**src/rtl/median9_sort_scheduler_pkg.sv**
```systemverilog
// Shared definitions for the 3x3 median scheduler: FSM encoding, step indices
// of the fixed 7-step sort schedule, and the default pixel width.
package median9_sort_scheduler_pkg;

  localparam int DATA_WIDTH_DEF = 8;
  localparam int NUM_STEPS      = 7;
  localparam int STEP_W         = 3;

  typedef enum logic [1:0] {
    ST_IDLE = 2'd0,
    ST_SORT = 2'd1,
    ST_DONE = 2'd2
  } state_t;

  localparam logic [STEP_W-1:0] S_COL0  = 3'd0;
  localparam logic [STEP_W-1:0] S_COL1  = 3'd1;
  localparam logic [STEP_W-1:0] S_COL2  = 3'd2;
  localparam logic [STEP_W-1:0] S_MAXS  = 3'd3;
  localparam logic [STEP_W-1:0] S_MEDS  = 3'd4;
  localparam logic [STEP_W-1:0] S_MINS  = 3'd5;
  localparam logic [STEP_W-1:0] S_FINAL = 3'd6;

endpackage

```
**src/rtl/median9_sort_scheduler_sort3.sv**
```systemverilog
// Combinational 3-input unsigned sorting network: three compare-exchange
// stages producing max, median and min.
module median9_sort_scheduler_sort3 #(
  parameter int DATA_WIDTH = 8
) (
  input  logic [DATA_WIDTH-1:0] s1,
  input  logic [DATA_WIDTH-1:0] s2,
  input  logic [DATA_WIDTH-1:0] s3,
  output logic [DATA_WIDTH-1:0] max_val,
  output logic [DATA_WIDTH-1:0] med_val,
  output logic [DATA_WIDTH-1:0] min_val
);

  logic [DATA_WIDTH-1:0] lo1, hi1, mid_t;

  always_comb begin
    lo1     = (s1 < s2) ? s1 : s2;
    hi1     = (s1 < s2) ? s2 : s1;
    max_val = (hi1 < s3) ? s3 : hi1;
    mid_t   = (hi1 < s3) ? hi1 : s3;
    // Largest is settled; the remaining two give median and minimum.
    min_val = (lo1 < mid_t) ? lo1 : mid_t;
    med_val = (lo1 < mid_t) ? mid_t : lo1;
  end

endmodule

```
**src/rtl/median9_sort_scheduler.sv**
```systemverilog
// 3x3 median filter core: one shared sort3 network stepped through a 7-step
// column/diagonal schedule, with valid/ready handshakes on both sides.
module median9_sort_scheduler
  import median9_sort_scheduler_pkg::*;
#(
  parameter int DATA_WIDTH = DATA_WIDTH_DEF,
  parameter int PIPE_SORT  = 0
) (
  input  logic                    clk,
  input  logic                    rst,
  input  logic                    in_valid,
  output logic                    in_ready,
  input  logic [9*DATA_WIDTH-1:0] in_window,
  output logic                    out_valid,
  input  logic                    out_ready,
  output logic [DATA_WIDTH-1:0]   out_median,
  output logic                    busy
);

  localparam int DW = DATA_WIDTH;

  state_t            state_reg;
  logic [STEP_W-1:0] step_reg;
  logic              phase_reg;
  logic [DW-1:0]     win_pix     [9];
  logic [DW-1:0]     pix_reg     [9];
  logic [DW-1:0]     col_max_reg [3];
  logic [DW-1:0]     col_med_reg [3];
  logic [DW-1:0]     col_min_reg [3];
  logic [DW-1:0]     a_reg, b_reg, c_reg;
  logic [DW-1:0]     sort_a, sort_b, sort_c;
  logic [DW-1:0]     sort_max, sort_med, sort_min;
  logic [DW-1:0]     res_max, res_med, res_min;

  genvar gi;
  generate
    for (gi = 0; gi < 9; gi++) begin : g_unpack
      assign win_pix[gi] = in_window[gi*DW +: DW];
    end
  endgenerate

  assign in_ready = (state_reg == ST_IDLE) && !rst;
  assign busy     = (state_reg != ST_IDLE);

  always_comb begin
    sort_a = '0;
    sort_b = '0;
    sort_c = '0;
    case (step_reg)
      S_COL0:  begin sort_a = pix_reg[0]; sort_b = pix_reg[3]; sort_c = pix_reg[6]; end
      S_COL1:  begin sort_a = pix_reg[1]; sort_b = pix_reg[4]; sort_c = pix_reg[7]; end
      S_COL2:  begin sort_a = pix_reg[2]; sort_b = pix_reg[5]; sort_c = pix_reg[8]; end
      S_MAXS:  begin sort_a = col_max_reg[0]; sort_b = col_max_reg[1]; sort_c = col_max_reg[2]; end
      S_MEDS:  begin sort_a = col_med_reg[0]; sort_b = col_med_reg[1]; sort_c = col_med_reg[2]; end
      S_MINS:  begin sort_a = col_min_reg[0]; sort_b = col_min_reg[1]; sort_c = col_min_reg[2]; end
      default: begin sort_a = a_reg; sort_b = b_reg; sort_c = c_reg; end
    endcase
  end

  median9_sort_scheduler_sort3 #(.DATA_WIDTH(DW)) u_sort3 (
    .s1      (sort_a),
    .s2      (sort_b),
    .s3      (sort_c),
    .max_val (sort_max),
    .med_val (sort_med),
    .min_val (sort_min)
  );

  generate
    if (PIPE_SORT != 0) begin : g_pipe
      logic [DW-1:0] max_reg, med_reg, min_reg;
      always_ff @(posedge clk) begin
        if (rst) begin
          max_reg <= '0;
          med_reg <= '0;
          min_reg <= '0;
        end else begin
          max_reg <= sort_max;
          med_reg <= sort_med;
          min_reg <= sort_min;
        end
      end
      assign res_max = max_reg;
      assign res_med = med_reg;
      assign res_min = min_reg;
    end else begin : g_comb
      assign res_max = sort_max;
      assign res_med = sort_med;
      assign res_min = sort_min;
    end
  endgenerate

  always_ff @(posedge clk) begin
    if (rst) begin
      state_reg  <= ST_IDLE;
      step_reg   <= '0;
      phase_reg  <= 1'b0;
      out_valid  <= 1'b0;
      out_median <= '0;
      a_reg      <= '0;
      b_reg      <= '0;
      c_reg      <= '0;
      for (int i = 0; i < 9; i++) pix_reg[i] <= '0;
      for (int i = 0; i < 3; i++) begin
        col_max_reg[i] <= '0;
        col_med_reg[i] <= '0;
        col_min_reg[i] <= '0;
      end
    end else begin
      case (state_reg)
        ST_IDLE: begin
          if (in_valid) begin
            for (int i = 0; i < 9; i++) pix_reg[i] <= win_pix[i];
            step_reg  <= '0;
            phase_reg <= 1'b0;
            state_reg <= ST_SORT;
          end
        end
        ST_SORT: begin
          // With a piped sorter, the first cycle of a step only fills the output register.
          if (PIPE_SORT != 0 && !phase_reg) begin
            phase_reg <= 1'b1;
          end else begin
            phase_reg <= 1'b0;
            case (step_reg)
              S_COL0: begin col_max_reg[0] <= res_max; col_med_reg[0] <= res_med; col_min_reg[0] <= res_min; end
              S_COL1: begin col_max_reg[1] <= res_max; col_med_reg[1] <= res_med; col_min_reg[1] <= res_min; end
              S_COL2: begin col_max_reg[2] <= res_max; col_med_reg[2] <= res_med; col_min_reg[2] <= res_min; end
              S_MAXS: a_reg <= res_min;
              S_MEDS: b_reg <= res_med;
              S_MINS: c_reg <= res_max;
              default: begin
                out_median <= res_med;
                out_valid  <= 1'b1;
              end
            endcase
            if (step_reg == S_FINAL) begin
              state_reg <= ST_DONE;
            end else begin
              step_reg <= step_reg + 3'd1;
            end
          end
        end
        ST_DONE: begin
          if (out_ready) begin
            out_valid <= 1'b0;
            state_reg <= ST_IDLE;
          end
        end
        default: state_reg <= ST_IDLE;
      endcase
    end
  end

endmodule

```
**config.mk**
```make
export PLATFORM = sky130hd
export DESIGN_NAME = median9_sort_scheduler
export DESIGN_NICKNAME = d
export VERILOG_FILES = /design/src/rtl/median9_sort_scheduler_pkg.sv /design/src/rtl/median9_sort_scheduler_sort3.sv /design/src/rtl/median9_sort_scheduler.sv
export SDC_FILE = /design/constraint.sdc
export NUM_CORES = 1
export LEC_CHECK = 0
export BUFFER_PORTS_ARGS = -buffer_cell sky130_fd_sc_hd__buf_2
export CAP_MARGIN = 10
export CELL_PAD_IN_SITES_DETAIL_PLACEMENT = 1
export CELL_PAD_IN_SITES_GLOBAL_PLACEMENT = 1
export CORE_ASPECT_RATIO = 1.2
export CORE_MARGIN = 4
export CORE_UTILIZATION = 48
export DETAILED_ROUTE_END_ITERATION = 12
export GPL_ROUTABILITY_DRIVEN = 1
export HOLD_SLACK_MARGIN = 0.08
export PLACE_DENSITY = 0.81
export RECOVER_POWER = 25
export SLEW_MARGIN = 20
export SYNTH_ARGS = -nofsm -noshare
export SYNTH_HDL_FRONTEND = slang
export SYNTH_HIERARCHICAL = 1
export SYNTH_SLANG_ARGS = --single-unit
```
**constraint.sdc**
```tcl
create_clock -name clk -period 10.1 [get_ports clk]
set_input_delay 2.525 -clock clk [delete_from_list [all_inputs] [get_ports clk]]
set_output_delay 2.525 -clock clk [all_outputs]
set_load 0.05 [all_outputs]
```
Word level (Yosys, flattened, before mapping)
Memories as Yosys holds them, arrays and structs flattened. Index checks and enable logic that the tools add are counted.

$lt $le $gt $ge: 3. Add/subtract/negate cells: 1. Equality and inequality tests: 13. Mux-type cells: 55. Reduce and logical (&&, ||, !) cells: 15. Bitwise logic cells: 19.

Operators by type and width (number): $mux W8 (24); $pmux W8 S6 (3); $lt A8 B8 Y1 (3); $mux W1 (20); $or A1 B1 Y1 (18); $ne A2 B2 Y1 const B (5); $eq A3 B3 Y1 const B (3); $reduce_and A3 Y1 (3); $reduce_and A2 Y1 (4); $eq A3 B2 Y1 const B (2); $mux W2 (3); $mux W3 (2); $pmux W2 S3 (1); $pmux W3 S2 (1); $reduce_bool A2 Y1 (3); $reduce_or A6 Y1 (1); $add A3 B1 Y3 const B (1); $eq A3 B1 Y1 const B (1); $logic_not A3 Y1 (1); $eq A2 B1 Y1 const B (1); $eq A2 B2 Y1 const B (1); $logic_not A2 Y1 (1); $pmux W1 S2 (1); $logic_and A1 B1 Y1 (1); other kinds (2) (2).

Word-level logic and storage cells: 117. RAM bits: 144. Memories: 4. Bits in registers: 38. Input port bits: 76. Output and inout bits: 11.

Memory list: pix_reg (words 9, width 8, rd ports 9, clocked after Yosys merged registers in 0, wr ports 9, line median9_sort_scheduler.sv:26) `logic [DW-1:0] pix_reg [9];`; col_max_reg (words 3, width 8, rd ports 3, clocked after Yosys merged registers in 0, wr ports 3, line median9_sort_scheduler.sv:27) `logic [DW-1:0] col_max_reg [3];`; col_med_reg (words 3, width 8, rd ports 3, clocked after Yosys merged registers in 0, wr ports 3, line median9_sort_scheduler.sv:28) `logic [DW-1:0] col_med_reg [3];`; col_min_reg (words 3, width 8, rd ports 3, clocked after Yosys merged registers in 0, wr ports 3, line median9_sort_scheduler.sv:29) `logic [DW-1:0] col_min_reg [3];`.

Depth between registers and ports, before layout
Depth in word-level cells: 9. Mapped depth: 38. Gate-level depth less buffers: 27.

Hierarchy
The synthesis kept the hierarchy.

Modules (own cells, without submodules): median9_sort_scheduler (area each 7872.6 µm², cells each 623, instances 1, seq. area each 5084.9 µm²); median9_sort_scheduler_sort3 (area each 1163.6 µm², cells each 139, instances 1, seq. area each 0.0 µm²).

Worst setup path before layout
No wires, ideal clock.

Path kind: reg-to-reg. Start: register step_reg[2]. End: memory col_med_reg[0][0] (netlist name), data pin. Required time: 9840 ps. Setup time: 260 ps. Period minus slack after synthesis: 7053 ps. Cell stages (with the launch flop): 37. Setup slack: 3047 ps. Buffers on the path: 10. Arrival: 6792 ps. Path through: dfxtp_1 buf_2 buf_2 inv_1 clkbuf_1 ha_1 or3_1 buf_2 or2_1 buf_6 buf_6 a31oi_1 inv_1 ha_1 a211o_1 a21oi_1 o31ai_4 clkbuf_1 nand2_1 o21ai_0 ha_1 a211oi_1 o21ai_0 a21o_1 a31o_1 buf_6 mux2i_1 ha_1 a21o_1 a21o_1 a211oi_1 nand3b_1 o21a_1 buf_4 buf_6 mux2i_1 and2_1.

RTL lines: start: declaration (line median9_sort_scheduler.sv:23) `logic [STEP_W-1:0] step_reg;`; start signal: assignment (line median9_sort_scheduler.sv:140) `step_reg <= step_reg + 3'd1;`; end: declaration (line median9_sort_scheduler.sv:28).

==> results by group <==
STA
  – RSZ-0062 raised after global routing: no
  – Fin Clk Skew: 0.01161 ns
  – Final max-slew violation count: approximately 130
  – # setup viols final: 0
  – Worst slew pin tran: ~2.5 ns
  – Final Cycle Share: 86.50%
  – Setup TNS: 0 ns
  – Slew margin rel.: -69.25%
  – Max Fclk: roughly 0.11 GHz
  – Fin crit period: a little under 9 ns
  – Final hold vios: 0

Setup path
  – Worst R2R Path Depth: 27
  – R2R Setup Slk: around 1.4 ns
  – Crit end category: register
  – Crit path launch type: register
  – Arrival @ worst endpoint: ~9.0 ns
  – CP Max Fanout: 37
  – Worst EP required: ~10 ns
  – Reg2reg start: step_reg[0]
  – Critical R2R Capture: col_med_reg[0][2]
  – Worst Path Class, Setup: register to register

Logic synthesis
  – Ys async rst share: 0%
  – Dominant cell by count in the synthesized netlist: edfxtp_1
  – Syn avg cell area: 11.86 µm²
  – Adder-cell share of the synthesized area: under 10%
  – Simple-gate portion of the synthesized area: between 10% and 20%
  – Post-synthesis sequential area ratio: roughly 56%
  – Synth Area in Compound Gates: roughly an eighth
  – Mux cell area share after synthesis: 9.056%
  – Top FF cell, synth: edfxtp_1
  – FF+latch count, synth: approximately 180
  – Largest family of logic cells by synthesized area: simple AND/OR/NAND/NOR gates
  – Post-Syn Area: 9036 µm²
  – Area contributors post-synth: edfxtp_1 (48%), dfxtp_1 (8.4%), and3_1 (5.1%)
  – Ys Warns: 6
  – Top post-synthesis cells by count: edfxtp_1 (144), and3_1 (73), nand2_1 (59), mux2i_1 (45), clkbuf_1 (39)
  – EDFF count, synth: approximately 140
  – Synth Area in XOR/XNOR: 0%
  – Mapped Cells: around 760
  – Syn_nets: 865
  – Unique masters post-synth: 55
  – Top cell type by total area after synthesis: edfxtp_1
  – Post-synth top area share: 47.85%

Power and ir drop
  – Power per cell area: 230.2 nW/µm²
  – Power consumption: 2.344 mW
  – Peak supply drop: around 0.00014 V
  – P_leak: 4.219 nW

Detailed routing
  – DRC violations left: 0
  – Drt first pass iters: 6
  – Final ANT Viol Nets: 0
  – Via density: 6.145
  – DRT iter0 DRCs: 588
  – Vias: between 6000 and 7000
  – WL final: ~27000 µm
  – Wirelength per Cell: between 20 and 30 µm

CTS
  – CTS tree: yes
  – Worst-Skew Late Latency: approximately 0.44 ns
  – Clock root cell: clkbuf_16
  – Post-CTS setup buffers: 0
  – Clk buf depth: 2
  – Resized cells post-CTS: 0
  – Clock-pin slew on the worst setup and hold paths: about 0.070 ns
  – Hold-fix buffers at CTS: 0
  – CTS H-Tree Depth: 4
  – Clk sinks: roughly 180
  – Inserted Clock Buffers: 17

GRT
  – Largest net degree at the start of global routing: 75
  – Total GRT Usage: 26.18%
  – GRT overflow: 0
  – Antenna violations before repair: 0
  – Vias in the first global route: approximately 7000
  – Global-route wire length before repair: about 42000 µm

Floorplanning
  – Core area: 18310 µm²
  – IO Pins: 87
  – Die X: between 100 and 150 µm
  – Num rows: between 50 and 60
  – Initial core utilization: 49.35%
  – Die area: 21090 µm²
  – Die Ht: about 160 µm

Worst hold path
  – Worst Hold Path EP: c_reg[2]
  – Hold depth: 2
  – Hold Crit Start: c_reg[2]
  – Hold Crit Class: register to register

Placed design
  – Placer Congestion: 0.9108
  – Inst Count DP: approximately 1100
  – Dpl hpwl: around 19000 µm
  – Port bufs: 86

Layout
  – Share of cells above drive strength 1: between 10% and 20%
  – Final Instance Count excl. Fillers: about 1100
  – Area grow syn2layout: 12.67%
  – Ant diodes: 0
  – Max reg flops: between 70 and 80
  – Layout net count: 922
  – Layout fillers: between 1500 and 2000

Status
  – Failing checks: capacitance limit, slew limit
  – Status: finished with violations

Job
  – MaxCap Viol Count: 2
[worst max-delay path, stage by stage (launching register included)]
cell	delay, ns
dfxtp_1	0.41
inv_1	0.10
ha_1	0.21
buf_4	0.28
or3_1	0.35
buf_4	0.23
or2_1	0.60
a31oi_1	0.50
inv_1	0.11
ha_1	0.32
nand4_1	0.15
o31ai_4	0.65
o21ai_0	0.43
ha_1	0.39
o21ai_0	0.09
a21oi_1	0.24
a21o_1	0.17
a31o_1	0.34
buf_4	0.30
mux2i_1	0.40
ha_1	0.32
a21oi_1	0.15
nor2_1	0.05
a211oi_1	0.27
nand3b_1	0.12
o21a_1	0.53
mux2i_1	0.58
and2_1	0.26
[area by class of cell]
class	instances	area, µm²	share of cell area [%]
clock buffers	19	432.9	4.252
clock inverters	13	121.4	1.192
inverters	29	108.9	1.069
multi-input cells	487	3561	34.98
flip-flops and latches	182	5086	49.96
well taps	252	315.3	3.097
repair buffers	102	555.5	5.457
[kinds of logic after synthesis]
| family | after synthesis |
|---|---|
| buf+inv | 93 |
| compound gates | 150 |
| flops | 182 |
| fa+ha+maj | 27 |
| mux | 74 |
| simple gates | 236 |
[power by group]
part / switching (mW) / internal [mW]
Clock: 0.297 / 0.344
Sequential: 0.0281 / 0.895
Combinational: 0.481 / 0.300
Total: 0.806 / 1.54
[routing by layer]
layer	track usage (%)	vias up	share of wire [%]
li1	-	2990	-
met1	33.60	3329	40
met2	43.54	280	49
met3	5.815	62	7.1
met4	10.68	0	3.4
met5	0	-	0
[metrics by stage]
step / cell area [µm²] / setup WS (ns) / hold WS, ns / util, %
6_report: 10180 / 1.363 / 0.4622 / 55.60
5_1_grt: 10180 / 0.9668 / 0.4846 / 55.60
4_1_cts: 10180 / 1.490 / 0.4632 / 55.62
3_5_place_dp: 9629 / 1.671 / 0.4534 / 52.59
3_3_place_gp: 9599 / 2.038 / 0.4432 / 52.43
2_1_floorplan: 9036 / 3.047 / 0.4366 / -
[cells in the final DEF, fill, tap and decap left out, types with 23 or more instances in the layout]
| cell type | instances |
|---|---|
| edfxtp_1 | 144 |
| buf_2 | 76 |
| and3_1 | 73 |
| nand2_1 | 59 |
| mux2i_1 | 45 |
| dfxtp_1 | 37 |
| inv_1 | 29 |
| ha_1 | 27 |
| and2_1 | 25 |
| a21oi_1 | 25 |
| nor3_1 | 23 |
[worst max-delay path by stage]
stage | from | to | cells past startpoint
floorplan | step_reg[2] | col_med_reg[0][0] | 36
global placement | step_reg[0] | col_med_reg[0][10] | 27
detailed placement | step_reg[0] | col_med_reg[0][2] | 27
CTS | step_reg[0] | col_med_reg[0][2] | 27
global route | step_reg[0] | b_reg[2] | 27
finish | step_reg[0] | col_med_reg[0][2] | 27
(Power assumes the default switching activity.)
